==> src/rtl/demux1x2_tdm.sv <==
// Two-channel TDM demultiplexer: splits a sync-marked interleaved stream into
// two registered channel outputs, tracking frame alignment and counting violations.
module demux1x2_tdm #(
    parameter int WIDTH = 8,
    parameter int ERRW  = 8
) (
    input  logic             clk,
    input  logic             rst,
    input  logic [WIDTH-1:0] din,
    input  logic             din_valid,
    input  logic             sync,
    output logic [WIDTH-1:0] y0,
    output logic [WIDTH-1:0] y1,
    output logic             y0_valid,
    output logic             y1_valid,
    output logic             pair_valid,
    output logic             s,
    output logic             locked,
    output logic             sync_err,
    output logic [ERRW-1:0]  err_cnt
);

    typedef enum logic [1:0] {
        HUNT = 2'd0,
        EXP1 = 2'd1,
        EXP0 = 2'd2
    } state_t;

    localparam logic [ERRW-1:0] ERR_MAX = {ERRW{1'b1}};

    state_t           state_r;
    state_t           state_nxt_s;
    logic             cap0_s;
    logic             cap1_s;
    logic             err_s;
    logic [WIDTH-1:0] y0_r;
    logic [WIDTH-1:0] y1_r;
    logic             y0_valid_r;
    logic             y1_valid_r;
    logic             pair_valid_r;
    logic             s_r;
    logic             locked_r;
    logic             sync_err_r;
    logic [ERRW-1:0]  err_cnt_r;

    // Next-state and capture decisions for the current beat
    always_comb begin
        state_nxt_s = state_r;
        cap0_s      = 1'b0;
        cap1_s      = 1'b0;
        err_s       = 1'b0;
        if (din_valid) begin
            case (state_r)
                HUNT: begin
                    if (sync) begin
                        cap0_s      = 1'b1;
                        state_nxt_s = EXP1;
                    end else begin
                        state_nxt_s = HUNT;
                    end
                end
                EXP1: begin
                    if (sync) begin
                        // ch1 went missing: restart the frame on this beat
                        err_s       = 1'b1;
                        cap0_s      = 1'b1;
                        state_nxt_s = EXP1;
                    end else begin
                        cap1_s      = 1'b1;
                        state_nxt_s = EXP0;
                    end
                end
                EXP0: begin
                    if (sync) begin
                        cap0_s      = 1'b1;
                        state_nxt_s = EXP1;
                    end else begin
                        err_s       = 1'b1;
                        state_nxt_s = HUNT;
                    end
                end
                default: begin
                    state_nxt_s = HUNT;
                end
            endcase
        end else begin
            state_nxt_s = state_r;
        end
    end

    // State, data capture, pulse and status registers
    always_ff @(posedge clk or posedge rst) begin
        if (rst) begin
            state_r      <= HUNT;
            y0_r         <= {WIDTH{1'b0}};
            y1_r         <= {WIDTH{1'b0}};
            y0_valid_r   <= 1'b0;
            y1_valid_r   <= 1'b0;
            pair_valid_r <= 1'b0;
            s_r          <= 1'b0;
            locked_r     <= 1'b0;
            sync_err_r   <= 1'b0;
        end else begin
            state_r      <= state_nxt_s;
            y0_valid_r   <= cap0_s;
            y1_valid_r   <= cap1_s;
            pair_valid_r <= cap1_s;
            sync_err_r   <= err_s;
            s_r          <= (state_nxt_s == EXP1);
            locked_r     <= (state_nxt_s != HUNT);
            if (cap0_s) begin
                y0_r <= din;
            end
            if (cap1_s) begin
                y1_r <= din;
            end
        end
    end

    // Saturating violation counter
    always_ff @(posedge clk or posedge rst) begin
        if (rst) begin
            err_cnt_r <= {ERRW{1'b0}};
        end else if (err_s && (err_cnt_r != ERR_MAX)) begin
            err_cnt_r <= err_cnt_r + {{(ERRW-1){1'b0}}, 1'b1};
        end
    end

    assign y0         = y0_r;
    assign y1         = y1_r;
    assign y0_valid   = y0_valid_r;
    assign y1_valid   = y1_valid_r;
    assign pair_valid = pair_valid_r;
    assign s          = s_r;
    assign locked     = locked_r;
    assign sync_err   = sync_err_r;
    assign err_cnt    = err_cnt_r;

endmodule

==> config.mk <==
export PLATFORM = sky130hd
export DESIGN_NAME = demux1x2_tdm
export DESIGN_NICKNAME = d
export VERILOG_FILES = /design/src/rtl/demux1x2_tdm.sv
export SDC_FILE = /design/constraint.sdc
export NUM_CORES = 1
export LEC_CHECK = 0
export ABC_AREA = 1
export CAP_MARGIN = 20
export CORE_MARGIN = 5
export CORE_UTILIZATION = 35
export CTS_BUF_LIST = sky130_fd_sc_hd__clkbuf_16
export DETAILED_ROUTE_END_ITERATION = 10
export DONT_BUFFER_PORTS = 1
export SLEW_MARGIN = 10
export SYNTH_ARGS = -nofsm -noshare
export SYNTH_HDL_FRONTEND = slang
export SYNTH_SLANG_ARGS = --single-unit
==> constraint.sdc <==
create_clock -name clk -period 1.6 [get_ports clk]
set_input_delay 0.32 -clock clk [delete_from_list [all_inputs] [get_ports clk]]
set_output_delay 0.32 -clock clk [all_outputs]
set_load 0.01 [all_outputs]
Word level (Yosys, flattened, before mapping)
Index checks and enable logic that the tools add are counted.
{"block": "op_classes", "add_sub_neg": 1, "mul": 0, "div_mod_pow": 0, "order_cmp": 0, "n_eq_ne": 4, "shift": 0, "n_mux": 12, "bitwise": 0, "reduce_logical": 5}
{"op": "8-bit by 1-bit adder with 8-bit output, second input constant", "count": 1}
{"op": "1-bit 2-to-1 mux", "count": 8}
{"op": "8-bit inequality test, second input constant", "count": 1}
{"op": "2-bit by 1-bit equality test with 1-bit output, second input constant", "count": 2}
{"op": "2-bit 2-to-1 mux", "count": 2}
{"op": "2-bit one-hot mux with 2 select lines", "count": 1}
{"op": "3-bit OR reduction", "count": 1}
{"op": "2-bit equality test, second input constant", "count": 1}
{"op": "2-bit zero test", "count": 1}
{"op": "1-bit one-hot mux with 2 select lines", "count": 1}
{"op": "2-bit nonzero test", "count": 1}
{"op": "2-bit OR reduction", "count": 1}
{"op": "1-bit logical AND", "count": 1}
{"block": "totals", "register_bits": 31, "latch_bits": 0, "ram_bits": 0, "mem_bits_ro": 0, "memories": 0}

Depth between registers and ports, before layout
Gate-level depths: netlist (run 1).
{"block": "logic_depth", "word_depth": 5, "depth_mapped": 8, "depth_no_buf": 8}

Worst setup path after synthesis (run 1)
OpenSTA, ideal clock, no wires.
{"block": "synth_path", "kind": "reg-to-reg", "start": "reg err_cnt_r[0] (netlist: err_cnt[0])", "end": "reg err_cnt_r[2] (netlist: err_cnt[2])", "setup_time_ns": 0.123, "arrival_ns": 1.210, "required_ns": 1.477, "path_slack_ns": 0.267, "stages_incl_launch_ff": 8, "path_cell_list": "dfrtp_1 > ha_1 > nand3_1 > clkinv_1 > nand2_1 > nand2_4 > nand2_1 > o21ai_1"}
{"block": "synth_via", "elab_chain_len": 2}
{"element": "from (decl)", "line_no": "44", "text": "logic [ERRW-1:0] err_cnt_r;"}
{"element": "from (signal assigned)", "line_no": "123", "text": "err_cnt_r <= {ERRW{1'b0}};"}
{"element": "from (signal assigned)", "line_no": "125", "text": "err_cnt_r <= err_cnt_r + {{(ERRW-1){1'b0}}, 1'b1};"}
{"element": "parallel branches: the longest is 2 deep, another holds 8-bit by 1-bit adder with 8-bit output"}
Parallel ways; which one is timed is not known.
A chain may end at the register's enable or synchronous reset.

Worst setup path in the final report (run 1)
{"block": "layout_path", "start": "reg err_cnt_r[1] (netlist: err_cnt[1])", "end": "reg err_cnt_r[2] (netlist: err_cnt[2])"}
The elaborated chain is that of the path after synthesis.

==> results by group, run 1 <==
Status
  – Status: finished clean

Layout
  – Layout cells sized above 1: 0.2125
  – Nets: 173
  – # fillers: 395
  – Area Overhead vs Synth: 13.98%
  – Antenna cell count: 0

Logic synthesis
  – Cell variety after synth: 22
  – Register bit total from synthesis: 31
  – Number of synthesized flops with an enable pin: 0
  – Main combinational cell family by area after synthesis: simple AND/OR/NAND/NOR gates
  – Simple-gate share of the synthesized area: 0.2191
  – Post-synthesis adder-cell area fraction: 0.009017
  – Xor/xnor share of the synthesized area: 0.01894
  – Mean Syn Cell Area: 9.129 sq um
  – Top FF cell, synth: dfrtp_1
  – Most common cell in the netlist: nand2_1
  – Complex-gate fraction of the synthesized area: 0.1109
  – Biggest area consumer among synthesized cells: dfrtp_1
  – Cells after Synth: 152
  – Post-synthesis sequential area ratio: 0.5591
  – Commonest cells post-synth: nand2_1, dfrtp_1, inv_1
  – Mapped Nets: 165
  – Largest cells by area after synthesis: dfrtp_1, nand2_1, o21ai_2
  – Area share of the largest cell type after synthesis: 0.5591
  – FFs w/ async S/R, synth: 1.000
  – Ys Warns: 0
  – Mux contribution to synthesized area: 0
  – Post-Syn Area: 1388 sq um

Timing
  – Fin worst setup slack: 0.1869 ns
  – Tightest Pin Transition: 0.3924 ns
  – Slew Limit Headroom: 0.7384
  – Tcrit/Tclk final: 0.8832
  – Fin. Hold Viols: 0
  – Final setup fails: 0
  – Achievable Freq: 0.7077 GHz
  – Final setup TNS: 0 ns
  – Worst Clk Skew: 0.003607 ns
  – Final min period: 1.413 ns
  – RSZ-0062 raised after global routing: no
  – Max-slew violations: 0

Place
  – Final HPWL from detailed placement: 2.023 mm
  – IO Port Bufs: 0
  – RePlAce Congestion: 0.7691
  – Post-Place Setup Slack: 0.1875 ns

Routing
  – DRT Pass-1 Iters: 2
  – Wirelength per Cell: 12.73 microns
  – Post-DR vias/cell: 4.505
  – Final ANT Viol Nets: 0
  – Routed WL: 2.647 mm
  – Vias: 937
  – DRC Markers: 0
  – Initial drt markers: 22

CTS
  – Number of setup buffers added after CTS: 0
  – Clk buf depth: 2
  – Clock sinks: 31
  – CTS resizes: 0
  – CTS buffer count: 5
  – Root buffer cell: clkbuf_16
  – Hold buffer count at cts: 0
  – Clock Pin Slew Worst Setup and Hold Paths: 0.05 ns
  – H-Tree Depth: 2
  – Later-pin clock latency in the skew report: 0.27 ns
  – CTS tree: done

Global route
  – Largest net degree at the start of global routing: 32
  – Vias in the first global route: 975
  – Initial antenna violation count: 0
  – First-pass GRT wire length: 4.526 mm
  – GRT Util Overall: 0.1120
  – Gr ovfl total: 0

Floorplanning
  – Std-Cell Rows: 22
  – I/O pins: 42
  – Die H: 72.97 microns
  – Die area: 5324 sq um
  – Die X: 72.97 microns
  – Starting Density: 0.3707
  – Core footprint: 3744 sq um

Run
  – Maxcap violations: 0

Setup path
  – Crit-path max FO: 10
  – Critical Path AT: 1.56 ns
  – Highest-delay cell along the critical path: dfrtp_1
  – Worst setup SP type: register
  – CP Capture Type: register
  – Cell repeated most along the worst path: nand2_1
  – Crit-path cells: ha_1 > nand3_1 > clkinv_1 > nand2_1 > nand2_4 > nand2_1 > o21ai_1
  – Delay of the slowest critical-path stage: 0.44 ns
  – Worst endpoint required time: 1.75 ns
  – Critical path class: register to register

Pwr
  – Leakage: 0.8015 nW
  – PwrDens: 1458 nW/um^2
  – Worst vdd ir: 0.0007638 V

Worst hold path
  – Worst min path class: input port to async pin
==> per-layer routing <==
metal / GRT usage / vias to the layer above / wire, microns
met2: 0.1964 / 23 / 1421
met3: 0.04270 / 5 / 160
met1: 0.1137 / 429 / 1005
li1: - / 480 / -
met5: 0 / - / 0
met4: 0.06148 / 0 / 60
==> where the power goes <==
group          internal, mW  switching, mW
Sequential            0.932          0.195
Clock                 0.556          0.290
Combinational         0.139          0.195
==> registers in the layout, indices dropped and copies added, names as in the netlist <==
name and cells:
err_cnt 8, y0 8, y1 8, state_r 2
locked 1, pair_valid 1, s 1, sync_err 1
y0_valid 1
==> cell families (layout without fill, tap and decap cells) <==
logic type,count (synthesis),in the layout
xor+xnor,3,3
fa+ha+maj,1,1
simple gates,71,71
flops,31,31
compound gates,21,21
buf+inv,25,33
==> area by class of cell <==
type	count	area, sq um	share of cell area
Inverter	22	85.08	0.05380
Tap cell	48	60.06	0.03797
Clock buffer	5	125.1	0.07911
Timing Repair Buffer	4	30.03	0.01899
Multi-Input combinational cell	96	496.7	0.3141
Clock inverter	2	8.758	0.005538
Sequential cell	31	775.7	0.4905
==> path summary, 6_finish.rpt <==
kind	startpoint	end	slack, ns	cells after the start
max	err_cnt[1]	err_cnt[2]	0.19	7
min	rst	y0_valid	0.01	2
max reg2reg	err_cnt[1]	err_cnt[2]	0.19	7
min reg2reg	y1[4]	y1[4]	0.56	2
max in group asynchronous	rst	sync_err	1.29	2
min in group clk	din_valid	state_r[0]	0.15	1
==> cell usage in the layout, fill, tap and decap left out, drive strengths merged <==
| cell | n |
|---|---|
| dfrtp | 31 |
| xor2 | 1 |
| nor2 | 9 |
| inv | 21 |
| ha | 1 |
| xnor2 | 2 |
| clkbuf | 5 |
| o21ai | 21 |
| nand3 | 4 |
| or2 | 1 |
| buf | 4 |
| clkinv | 3 |
| nand2 | 57 |
==> through the flow <==
step                        util  hold slack, ns  std cells  power, mW  area [sq um]
after floorplan                -          0.4081        152      1.372          1388
after global placement    0.3867          0.3108        201      1.468          1448
after detailed placement  0.3867          0.3186        201      1.484          1448
after CTS                 0.4225         0.03338        208      2.342          1582
after global routing      0.4225         0.05716        208      2.454          1582
final                     0.4225         0.01450        208      2.305          1582
==> critical path, delay by kind of cell (launching register included) <==
family	cells	cell delay, ns
buf+inv	1	0.08
compound gates	1	0.06
simple gates	4	0.47
flops	1	0.44
fa+ha+maj	1	0.23
Note: power is estimated with default switching activity, not from simulation.
==> inputs of run 2 (changes only) <==
--- a/config.mk
+++ b/config.mk
@@ -8,7 +8,7 @@
 export ABC_AREA = 1
 export CAP_MARGIN = 20
 export CORE_MARGIN = 5
-export CORE_UTILIZATION = 35
+export CORE_UTILIZATION = 40
 export CTS_BUF_LIST = sky130_fd_sc_hd__clkbuf_16
 export DETAILED_ROUTE_END_ITERATION = 10
 export DONT_BUFFER_PORTS = 1
==> run 2 against run 1 <==
  * Sequential cell count unchanged
  * Worst hold slack better by 0.12 ns
  * Sequential power about the same
  * Clock skew is 0.0024 ns higher
  * Critical path type unchanged
  * Largest cell class unchanged
==> results by group, run 2 (synthesized netlist as in run 1, its figures left out) <==
Status
  – Status: finished clean

Global route
  – Gr ovfl total: 0
  – Initial antenna violation count: 0
  – GRT Util Overall: 0.1355
  – First-pass GRT wire length: 4.698 mm
  – Vias in the first global route: 1035
  – Largest net degree at the start of global routing: 18

Layout
  – Area Overhead vs Synth: 17.22%
  – Commonest non-fill, non-tap cell in the layout: nand2_1
  – Layout cells sized above 1: 0.2209
  – Design area: 1627 sq um
  – Final Non-Filler Cells: 209
  – Most frequent cells in the layout: nand2_1, dfrtp_1, inv_1, o21ai_2, o21ai_1
  – Antenna cell count: 0
  – Nets: 175

Pwr
  – Worst vdd ir: 0.001089 V
  – Cell-internal power: 1.798 mW
  – Net Sw Frac: 0.2795
  – Leakage: 0.8246 nW
  – Switch Pwr: 697.4 uW
  – PwrDens: 1534 nW/um^2
  – Logic pwr share: 0.136
  – Clock network power share: 0.413
  – Sequential Power Share: 0.451

Timing
  – Final min period: 1.449 ns
  – Final setup TNS: 0 ns
  – Tightest Pin Transition: 0.2703 ns
  – Fin worst setup slack: 0.1507 ns
  – Achievable Freq: 0.6900 GHz
  – Final setup fails: 0
  – Max-slew violations: 0
  – Min Hold Slack: 0.1381 ns
  – Fin. Hold Viols: 0
  – RSZ-0062 raised after global routing: no
  – Worst Clk Skew: 0.005978 ns
  – Slew Limit Headroom: 0.8198
  – Tcrit/Tclk final: 0.9058

Floorplanning
  – Die area: 4747 sq um
  – Std-Cell Rows: 21
  – Starting Density: 0.4158
  – Die H: 68.90 microns
  – Die X: 68.90 microns
  – I/O pins: 42
  – Core footprint: 3337 sq um

Routing
  – Initial drt markers: 21
  – DRT Pass-1 Iters: 4
  – DRC Markers: 0
  – Post-DR vias/cell: 4.464
  – Final ANT Viol Nets: 0
  – Routed WL: 2.662 mm
  – Wirelength per Cell: 12.74 microns
  – Vias: 933

Place
  – Final HPWL from detailed placement: 2.047 mm
  – RePlAce Congestion: 0.8394
  – DP Cell Count: 200
  – Area after DPL: 1453 sq um
  – Post-Place Setup Slack: 0.1462 ns
  – IO Port Bufs: 0

Run
  – Maxcap violations: 0

Setup path
  – Worst endpoint required time: 1.80 ns
  – Crit-path max FO: 10
  – Cell repeated most along the worst path: nand2_1
  – CP Capture Type: register
  – Highest-delay cell along the critical path: dfrtp_1
  – Worst setup SP type: register
  – Top Family by Delay on Critical Path: simple AND/OR/NAND/NOR gates
  – Crit-path cells: ha_1 > nand3_1 > clkinv_1 > nand2_1 > nand2_4 > inv_4 > nand2_1 > nand2_1
  – Delay of the slowest critical-path stage: 0.44 ns
  – Buf+Inv Stages, Crit Path: 2
  – Critical path class: register to register
  – Critical Path AT: 1.65 ns

CTS
  – Clk buf depth: 2
  – Later-pin clock latency in the skew report: 0.27 ns
  – Root buffer cell: clkbuf_16
  – CTS tree: done
  – CTS buffer count: 5
  – CTS resizes: 0
  – H-Tree Depth: 2
  – Clock Pin Slew Worst Setup and Hold Paths: 0.05 ns
  – Clock sinks: 31
  – Number of setup buffers added after CTS: 0

Worst hold path
  – Worst min path class: input port to register
[run 2: per-stage QoR]
| stage | utilization | total power [mW] |
|---|---|---|
| 2_1_floorplan | - | 1.372 |
| 4_1_cts | 0.4874 | 2.543 |
| 6_report | 0.4874 | 2.495 |
| 3_5_place_dp | 0.4353 | 1.489 |
| 3_3_place_gp | 0.4353 | 1.473 |
| 5_1_grt | 0.4874 | 2.641 |
[run 2: cell type report]
class	count	area [sq um]
clock buffer	5	125.1
clock inverter	3	38.79
fill	336	1710
inverter	22	85.08
multi-input combinational	96	496.7
sequential	31	775.7
tap	46	57.56
timing repair buffer	6	47.55
[run 2: worst reg2reg max path: stages (launching register included)]
cell and delay, ns:
dfrtp_1 0.44, ha_1 0.24, nand3_1 0.17, clkinv_1 0.09
nand2_1 0.12, nand2_4 0.11, inv_4 0.10, nand2_1 0.05
nand2_1 0.05
[run 2: repair_timing]
item	in CTS	in global routing
hold buffers	1	0
endpoints found under the hold margin	31	0
setup endpoints to repair	0	0
[run 2: power by group through the flow]
stage | combinational [mW] | clock [mW] | sequential (mW)
3_3_place_gp | 0.335 | 0 | 1.14
2_1_floorplan | 0.259 | 0 | 1.11
4_1_cts | 0.349 | 1.06 | 1.13
5_1_grt | 0.394 | 1.10 | 1.15
3_5_place_dp | 0.346 | 0 | 1.14
6_report | 0.339 | 1.03 | 1.13
[run 2: layer usage]
layer / wire length (microns) / vias up / global-route usage
met2: 1393 / 21 / 0.2429
met4: 35 / 0 / 0.05353
met5: 0 / - / 0
met1: 1073 / 428 / 0.1407
li1: - / 480 / -
met3: 160 / 4 / 0.05348
[run 2: final timing paths]
path,from,end,slack [ns],cells after the start
hold / removal,din_valid,state_r[0],0.14,1
hold reg to reg,y0[1],y0[1],0.56,2
setup reg to reg,err_cnt[1],err_cnt[7],0.15,8
max in group asynchronous,rst,y0[0],0.87,3
setup / recovery,err_cnt[1],err_cnt[7],0.15,8
min in group asynchronous,rst,err_cnt[0],0.53,3
==> inputs of run 3 (changes only) <==
--- a/config.mk
+++ b/config.mk
@@ -12,6 +12,7 @@
 export CTS_BUF_LIST = sky130_fd_sc_hd__clkbuf_16
 export DETAILED_ROUTE_END_ITERATION = 10
 export DONT_BUFFER_PORTS = 1
+export RECOVER_POWER = 50
 export SLEW_MARGIN = 10
 export SYNTH_ARGS = -nofsm -noshare
 export SYNTH_HDL_FRONTEND = slang
==> run 3 against run 2 <==
  * Clock-buffer cell count is the same
  * Clock skew is essentially flat
  * Largest power group unchanged
  * First-iteration DRC count shrank 4.8%
  * Design area shrank 1.9%
  * Worst hold slack gained 0.0024 ns
  * Global-route usage is the same
  * Die area is the same
==> results by group, run 3 (synthesized netlist as in run 1, its figures left out) <==
Pwr
  – PwrDens: 1557 nW/um^2
  – Leakage: 0.8166 nW
  – Design Power: 2.484 mW
  – Worst vdd ir: 0.001091 V

Floorplanning
  – I/O pins: 42
  – Die H: 68.90 microns
  – Starting Density: 0.4158
  – Die area: 4747 sq um
  – Std-Cell Rows: 21
  – Die X: 68.90 microns
  – Core footprint: 3337 sq um

CTS
  – CTS tree: done
  – CTS buffer count: 5
  – Clk buf depth: 2
  – Clock sinks: 31
  – Later-pin clock latency in the skew report: 0.27 ns
  – Clock Pin Slew Worst Setup and Hold Paths: 0.05 ns
  – Root buffer cell: clkbuf_16
  – CTS resizes: 0
  – H-Tree Depth: 2

Global route
  – Initial antenna violation count: 0
  – Vias in the first global route: 1035
  – Met1 Usage GRT: 0.1407
  – First-pass GRT wire length: 4.698 mm
  – GRT Max-Usage Layer: met2
  – Largest net degree at the start of global routing: 18
  – GRT Util Overall: 0.1355
  – GR Util met2: 0.2429
  – Gr ovfl total: 0
  – Met3 usage: 0.05348

Routing
  – Initial drt markers: 20
  – Wirelength per Cell: 12.76 microns
  – Final ANT Viol Nets: 0
  – Routed WL: 2.666 mm
  – Vias: 935
  – DRC Markers: 0
  – Post-DR vias/cell: 4.474
  – DRT Pass-1 Iters: 4

Timing
  – Slew Limit Headroom: 0.4801
  – Max-slew violations: 0
  – Worst Clk Skew: 0.005978 ns
  – Fin. Hold Viols: 0
  – RSZ-0062 raised after global routing: no
  – Achievable Freq: 0.6883 GHz
  – Final setup TNS: 0 ns
  – Final min period: 1.453 ns
  – Final setup fails: 0
  – Tightest Pin Transition: 0.7799 ns
  – Tcrit/Tclk final: 0.9081
  – Min Hold Slack: 0.1405 ns

Run
  – Maxcap violations: 0

Place
  – Final HPWL from detailed placement: 2.047 mm
  – RePlAce Congestion: 0.8394
  – IO Port Bufs: 0

Setup path
  – Delay of the slowest critical-path stage: 0.44 ns
  – R2R Path Start: err_cnt[1]
  – Cell repeated most along the worst path: nand2_1
  – Critical Path Stages: 8
  – Worst endpoint required time: 1.80 ns
  – Crit-path max FO: 10
  – Critical path class: register to register
  – Worst r2r path cells: 8
  – Top Family by Delay on Critical Path: simple AND/OR/NAND/NOR gates
  – Worst setup SP type: register
  – R2R Path End: err_cnt[7]
  – Highest-delay cell along the critical path: dfrtp_1
  – Crit-path cells: ha_1 > nand3_1 > clkinv_1 > nand2_1 > nand2_4 > inv_4 > nand2_1 > nand2_1
  – CP Capture Type: register
  – Critical Path AT: 1.65 ns
  – Worst reg2reg setup slack: 0.15 ns
  – Buf+Inv Stages, Crit Path: 2

Status
  – Status: finished clean

Layout
  – Layout cells sized above 1: 0.1902
  – Antenna cell count: 0
  – Area Overhead vs Synth: 14.97%
  – Nets: 175
  – Commonest non-fill, non-tap cell in the layout: nand2_1
  – Most frequent cells in the layout: nand2_1, dfrtp_1, inv_1, o21ai_2, o21ai_1

Worst hold path
  – Worst min path class: input port to register
  – Worst hold stages: 1
  – HP Start: din_valid
  – Hold Path End: state_r[1]
[run 3: per-stage QoR]
stage / area (sq um) / utilization / std cells / worst slack (ns)
floorplan: 1388 / - / 152 / 0.2668
global placement: 1453 / 0.4353 / 200 / 0.2270
detailed placement: 1453 / 0.4353 / 200 / 0.1462
CTS: 1627 / 0.4874 / 209 / 0.1409
global route: 1595 / 0.4781 / 209 / 0.04103
finish: 1595 / 0.4781 / 209 / 0.1471
[run 3: per-layer routing]
metal  part of all wire  wire length [microns]  vias up
li1                   -                      -      480
met1               0.40                   1078      430
met2               0.52                   1391       21
met3              0.060                    160        4
met4              0.013                     35        0
met5                  0                      0        -
[run 3: timing repair]
item / CTS / global route
hold buffers: 1 / 0
hold endpoints to repair: 31 / 0
setup buffers: 0 / 0
[run 3: worst reg2reg max path: cells and delay by family, from the launching register on]
kind | cells | cell delay (ns)
and+or+nand+nor | 5 | 0.50
DFF | 1 | 0.44
adders and majority gates | 1 | 0.24
buffers and inverters | 2 | 0.19
[run 3: worst max path at each step]
stage	end	slack [ns]	startpoint
after floorplan	err_cnt[2]	0.27	err_cnt[0]
after global placement	err_cnt[5]	0.23	err_cnt[1]
after detailed placement	err_cnt[5]	0.15	err_cnt[1]
after CTS	err_cnt[7]	0.14	err_cnt[1]
after global routing	err_cnt[6]	0.04	err_cnt[1]
final	err_cnt[7]	0.15	err_cnt[1]
[run 3: cell type report]
type | instances | area [sq um]
fill | 345 | 1742
inverter | 22 | 85.08
tap | 46 | 57.56
clock buffer | 5 | 125.1
sequential | 31 | 775.7
clock inverter | 3 | 38.79
multi-input combinational | 96 | 471.7
timing repair buffer | 6 | 41.29
[run 3: power by group]
group          switching [mW]  internal, mW
sequential              0.194         0.931
clock                   0.308         0.724
combinational           0.189         0.138
total                   0.692          1.79
